## src/rtl/sram_controller.sv

```systemverilog
`timescale 1ns/1ps
// Purpose : bridges a 32-bit MEM-stage load/store port onto a 16-bit asynchronous SRAM as two half-accesses.
// Latency : ready is low for 1+2*WAIT_CYCLES cycles per access; a line-buffer hit takes 1 cycle; read_data is valid in DONE.
// Backpres: ready low freezes the pipeline, which holds the request inputs stable until ready returns high.
//
// Ports:
//   clk, rst                 rising-edge clock, synchronous active-high reset
//   wr_en, rd_en             store / load request (a store wins when both are high)
//   address, write_data      byte address (bits [18:2] used) and store data
//   read_data, ready         registered load result, pipeline stall (active low)
//   sram_addr, sram_we_n     half-word address {address[18:2], half} and active-low write strobe
//   sram_dq_out, sram_dq_oe  write data and its output enable
//   sram_dq_in               read data returned by the SRAM
//
// Build option: define SRAM_LINE_BUFFER_EN to add a one-entry read buffer keyed by address[18:2].
module sram_controller #(
    parameter int unsigned WAIT_CYCLES = 2
) (
    input  logic        clk,
    input  logic        rst,
    input  logic        wr_en,
    input  logic        rd_en,
    input  logic [31:0] address,
    input  logic [31:0] write_data,
    output logic [31:0] read_data,
    output logic        ready,
    output logic [17:0] sram_addr,
    output logic        sram_we_n,
    output logic [15:0] sram_dq_out,
    input  logic [15:0] sram_dq_in,
    output logic        sram_dq_oe
);

    typedef enum logic [2:0] {
        IDLE  = 3'd0,
        RD_LO = 3'd1,
        RD_HI = 3'd2,
        WR_LO = 3'd3,
        WR_HI = 3'd4,
        DONE  = 3'd5
    } state_t;

    localparam logic [3:0] LAST_WAIT = 4'(WAIT_CYCLES - 1);

    state_t      state_q, state_d;
    logic [3:0]  wait_q, wait_d;
    logic [31:0] rdata_q, rdata_d;
    logic        half;
    logic        last_cyc;
    logic [16:0] tag;

    // Byte-offset and upper address bits are not decoded by this SRAM.
    logic unused_addr_bits;
    assign unused_addr_bits = ^{address[31:19], address[1:0]};

    assign tag       = address[18:2];
    assign last_cyc  = (wait_q == LAST_WAIT);
    assign sram_addr = {tag, half};
    assign read_data = rdata_q;

`ifdef SRAM_LINE_BUFFER_EN
    logic        buf_vld_q, buf_vld_d;
    logic [16:0] buf_tag_q, buf_tag_d;
    logic [31:0] buf_dat_q, buf_dat_d;
    logic        buf_hit;

    assign buf_hit = buf_vld_q && (buf_tag_q == tag);
`endif

    always_comb begin
        state_d     = state_q;
        wait_d      = 4'd0;
        rdata_d     = rdata_q;
        ready       = 1'b1;
        half        = 1'b0;
        sram_we_n   = 1'b1;
        sram_dq_oe  = 1'b0;
        sram_dq_out = 16'h0000;
`ifdef SRAM_LINE_BUFFER_EN
        buf_vld_d   = buf_vld_q;
        buf_tag_d   = buf_tag_q;
        buf_dat_d   = buf_dat_q;
`endif

        unique case (state_q)
            IDLE: begin
                ready = ~(rd_en | wr_en);
                if (wr_en) begin
                    state_d = WR_LO;
                end else if (rd_en) begin
`ifdef SRAM_LINE_BUFFER_EN
                    if (buf_hit) begin
                        // Hit: skip the SRAM entirely, result is ready in DONE.
                        state_d = DONE;
                        rdata_d = buf_dat_q;
                    end else begin
                        state_d = RD_LO;
                    end
`else
                    state_d = RD_LO;
`endif
                end
            end
            RD_LO: begin
                ready = 1'b0;
                if (last_cyc) begin
                    // Sample on the last cycle so the SRAM has had the full wait to settle.
                    rdata_d[15:0] = sram_dq_in;
                    state_d       = RD_HI;
                end else begin
                    wait_d = wait_q + 4'd1;
                end
            end
            RD_HI: begin
                ready = 1'b0;
                half  = 1'b1;
                if (last_cyc) begin
                    rdata_d[31:16] = sram_dq_in;
                    state_d        = DONE;
`ifdef SRAM_LINE_BUFFER_EN
                    buf_vld_d = 1'b1;
                    buf_tag_d = tag;
                    buf_dat_d = {sram_dq_in, rdata_q[15:0]};
`endif
                end else begin
                    wait_d = wait_q + 4'd1;
                end
            end
            WR_LO: begin
                ready       = 1'b0;
                sram_we_n   = 1'b0;
                sram_dq_oe  = 1'b1;
                sram_dq_out = write_data[15:0];
                if (last_cyc) begin
                    state_d = WR_HI;
                end else begin
                    wait_d = wait_q + 4'd1;
                end
            end
            WR_HI: begin
                ready       = 1'b0;
                half        = 1'b1;
                sram_we_n   = 1'b0;
                sram_dq_oe  = 1'b1;
                sram_dq_out = write_data[31:16];
                if (last_cyc) begin
                    state_d = DONE;
`ifdef SRAM_LINE_BUFFER_EN
                    // Keep the buffered copy coherent with the SRAM.
                    if (buf_hit) begin
                        buf_dat_d = write_data;
                    end
`endif
                end else begin
                    wait_d = wait_q + 4'd1;
                end
            end
            DONE: begin
                state_d = IDLE;
            end
            default: begin
                state_d = IDLE;
            end
        endcase

        // Reset forces IDLE at the next edge, so stall as IDLE would right now.
        if (rst) begin
            ready = ~(rd_en | wr_en);
        end
    end

    always_ff @(posedge clk) begin
        if (rst) begin
            state_q   <= IDLE;
            wait_q    <= 4'd0;
            rdata_q   <= 32'h0000_0000;
`ifdef SRAM_LINE_BUFFER_EN
            buf_vld_q <= 1'b0;
            buf_tag_q <= 17'h0;
            buf_dat_q <= 32'h0000_0000;
`endif
        end else begin
            state_q   <= state_d;
            wait_q    <= wait_d;
            rdata_q   <= rdata_d;
`ifdef SRAM_LINE_BUFFER_EN
            buf_vld_q <= buf_vld_d;
            buf_tag_q <= buf_tag_d;
            buf_dat_q <= buf_dat_d;
`endif
        end
    end

endmodule

```

## config.mk

```make
export PLATFORM = sky130hd
export DESIGN_NAME = sram_controller
export DESIGN_NICKNAME = d
export VERILOG_FILES = /design/src/rtl/sram_controller.sv
export SDC_FILE = /design/constraint.sdc
export NUM_CORES = 1
export LEC_CHECK = 0
export ABC_AREA = 1
export BUFFER_PORTS_ARGS = -buffer_cell sky130_fd_sc_hd__buf_2
export CAP_MARGIN = 20
export CORE_UTILIZATION = 42
export DETAILED_ROUTE_END_ITERATION = 10
export PLACE_DENSITY = 0.86
export SYNTH_ARGS = -nofsm -noshare
export SYNTH_HDL_FRONTEND = slang
export SYNTH_SLANG_ARGS = --single-unit
```

## constraint.sdc

```tcl
create_clock -name clk -period 4.05 [get_ports clk]
set_input_delay 0.405 -clock clk [delete_from_list [all_inputs] [get_ports clk]]
set_output_delay 0.405 -clock clk [all_outputs]
set_load 0.02 [all_outputs]
```

==> summary.txt <==
Outcome -> complete, no violations
Critical Path Source Type -> flop
FP Rows -> 23
Post-cts gate resize count -> 0
Wirelength, routed -> 4510 um
Worst-Skew Late Latency -> 0.30 ns
Setup_tns -> 0 ns
Vias post-DR -> 1781
Die Width -> 68.9 um
Initial antenna violation count -> 0
ANT nets after route -> 0
Actual slew at the worst max-slew pin -> 0.728 ns
Top_reg_cell synth -> dfxtp_1
Number of setup violations in the final report -> 0
Grt ovf -> 0
Post-CTS setup buffers -> 0
CTS buffer count -> 5
Post-synth EDFFs -> 0
Clk_skew -> 0.00840 ns
Post-Syn Instances -> 239
Syn nets -> 325
Clock Tree Buf Depth -> 2
DP HPWL -> 3440 um
H-tree lvl count -> 2
I/O pins -> 153
Layout cells sized above 1 -> 0.398
Async SR Flop Fraction -> 0
Clk sinks -> 39
Core ar. -> 4140 um^2
Number of global-route vias before repair -> 1507
Data arrival, critical path -> 1.93 ns
Fin crit period -> 2.34 ns
Rel. slew slack -> 0.514
Synthesized flop and latch total -> 39
Synth Warn # -> 0
Reg area -> 781 um^2
Fin. Hold Viols -> 0
Largest net degree at the start of global routing -> 22
Multi-input gate area -> 851 um^2
Number of port buffers -> 103
Critical Path Fanout Max -> 19
Post-Syn Area per Cell -> 7.87 um^2
DP Cell Count -> 361
Synth area leader -> dfxtp_1
GRT Util Overall -> 0.189
Pleak -> 1.11 nW
Clock-pin slew on the worst setup and hold paths -> 0.07 ns
Non-Filler Instances -> 369
# diodes -> 0
Power Total -> 1.30 mW
Top cells by count, synth -> nor2_1, dfxtp_1, nand2_1
Worst hold path type -> primary input to flop
Fmax -> 0.427 GHz
Total power per unit cell area -> 555 nW/um^2
Die Area -> 4750 um^2
Fin. max-slew vios -> 0
Crit end category -> output port
Mapped Area -> 1880 um^2
Worst hold slack -> 0.362 ns
CTS Root Cell -> clkbuf_8
Maximum vdd drop -> 215 uV
Nets -> 404
Setup CP Type -> flop to output port
Global-route wire length before repair -> 6610 um
Post-DR wirelength/cell -> 12.2 um
Hold Buf Count CTS -> 0
Synthesis-to-layout area growth -> 24.2%
Filler cells -> 399
Top-area cell type share of the netlist area -> 0.415
Max cap viols -> 0
Via/cell ratio -> 4.83
Router iterations before antenna repair -> 4
Die Y-Extent -> 68.9 um
Sequential area share after synthesis -> 0.415
Initial Util -> 0.454
Number of library cell types mapped by synthesis -> 26
RSZ-0062 raised after global routing -> no
Top cells by area, synth -> dfxtp_1, nor2_1, a32o_1
DRC viols -> 0
Required time of the critical path -> 3.64 ns
TritonCTS clock tree -> built
Final period util -> 0.578
Initial drt markers -> 91
Routability congestion estimate -> 0.870
Most frequent cell after synthesis -> nor2_1
Core Util, Final -> 0.564
## cell usage in the layout (no fill, tap or decap)
cell / count
nor2_4: 3
clkbuf_1: 1
o21a_1: 1
a32o_1: 16
inv_2: 7
inv_1: 3
clkinvlp_4: 1
ha_1: 2
dfxtp_1: 39
o211ai_2: 1
nor2_2: 2
xor2_1: 1
clkinv_2: 2
nand2_1: 32
nor2_1: 43
buf_2: 103
o21ai_0: 1
nand4_1: 1
o21ai_1: 16
nand3_1: 18
nand3_4: 1
nand3_2: 1
clkbuf_8: 5
nand2_2: 1
a21oi_1: 17
xnor2_1: 1
## registers in the layout, indices dropped and copies added (netlist names)
signal,cells
read_data,32
state_q,3
wait_q,4
## power by group
part	switching, mW	internal [mW]
clock	0.132	0.120
sequential	0.0530	0.433
combinational	0.370	0.188
total	0.555	0.741
## final timing paths
check	from	end	slack, ns	cells past startpoint
max reg2reg	state_q[2]	read_data[24]	2.33	6
max	state_q[0]	ready	1.71	6
min reg2reg	read_data[27]	read_data[27]	0.46	2
min	sram_dq_in[10]	read_data[10]	0.36	3
## cell type report
cell class,instances,share of cell area
sequential,39,0.334
tap,50,0.0268
clock buffer,6,0.0310
multi-input combinational,158,0.364
timing repair buffer,103,0.221
inverter,11,0.0182
clock inverter,2,0.00535
## worst max-delay path, cell delays in order, from the launching register on
cell and delay (ns):
dfxtp_1 0.37, nor2_2 0.57, nand3_1 0.27, o21ai_0 0.14, nand2_1 0.06, nand2_1 0.06, buf_2 0.16
## through the flow
| stage | worst slack [ns] | instance area [um^2] |
|---|---|---|
| after floorplan | 2.42 | 1880 |
| after global placement | 2.09 | 2250 |
| after detailed placement | 2.05 | 2250 |
| after CTS | 1.73 | 2340 |
| after global routing | 1.53 | 2340 |
| final | 1.71 | 2340 |
## per-layer routing
| layer | wire (um) | track usage |
|---|---|---|
| met5 | 0 | 0 |
| met4 | 96 | 0.125 |
| met3 | 309 | 0.0428 |
| met2 | 2120 | 0.279 |
| met1 | 1990 | 0.243 |
## kinds of logic after synthesis
group	after synthesis	synth area share
AOI/OAI and AO/OA	52	0.186
xor gates and xnor gates	2	0.00931
adders and majority gates	2	0.0133
buffers and inverters	42	0.133
DFF	39	0.415
and+or+nand+nor	102	0.243
Note: power is estimated with default switching activity, not from simulation.
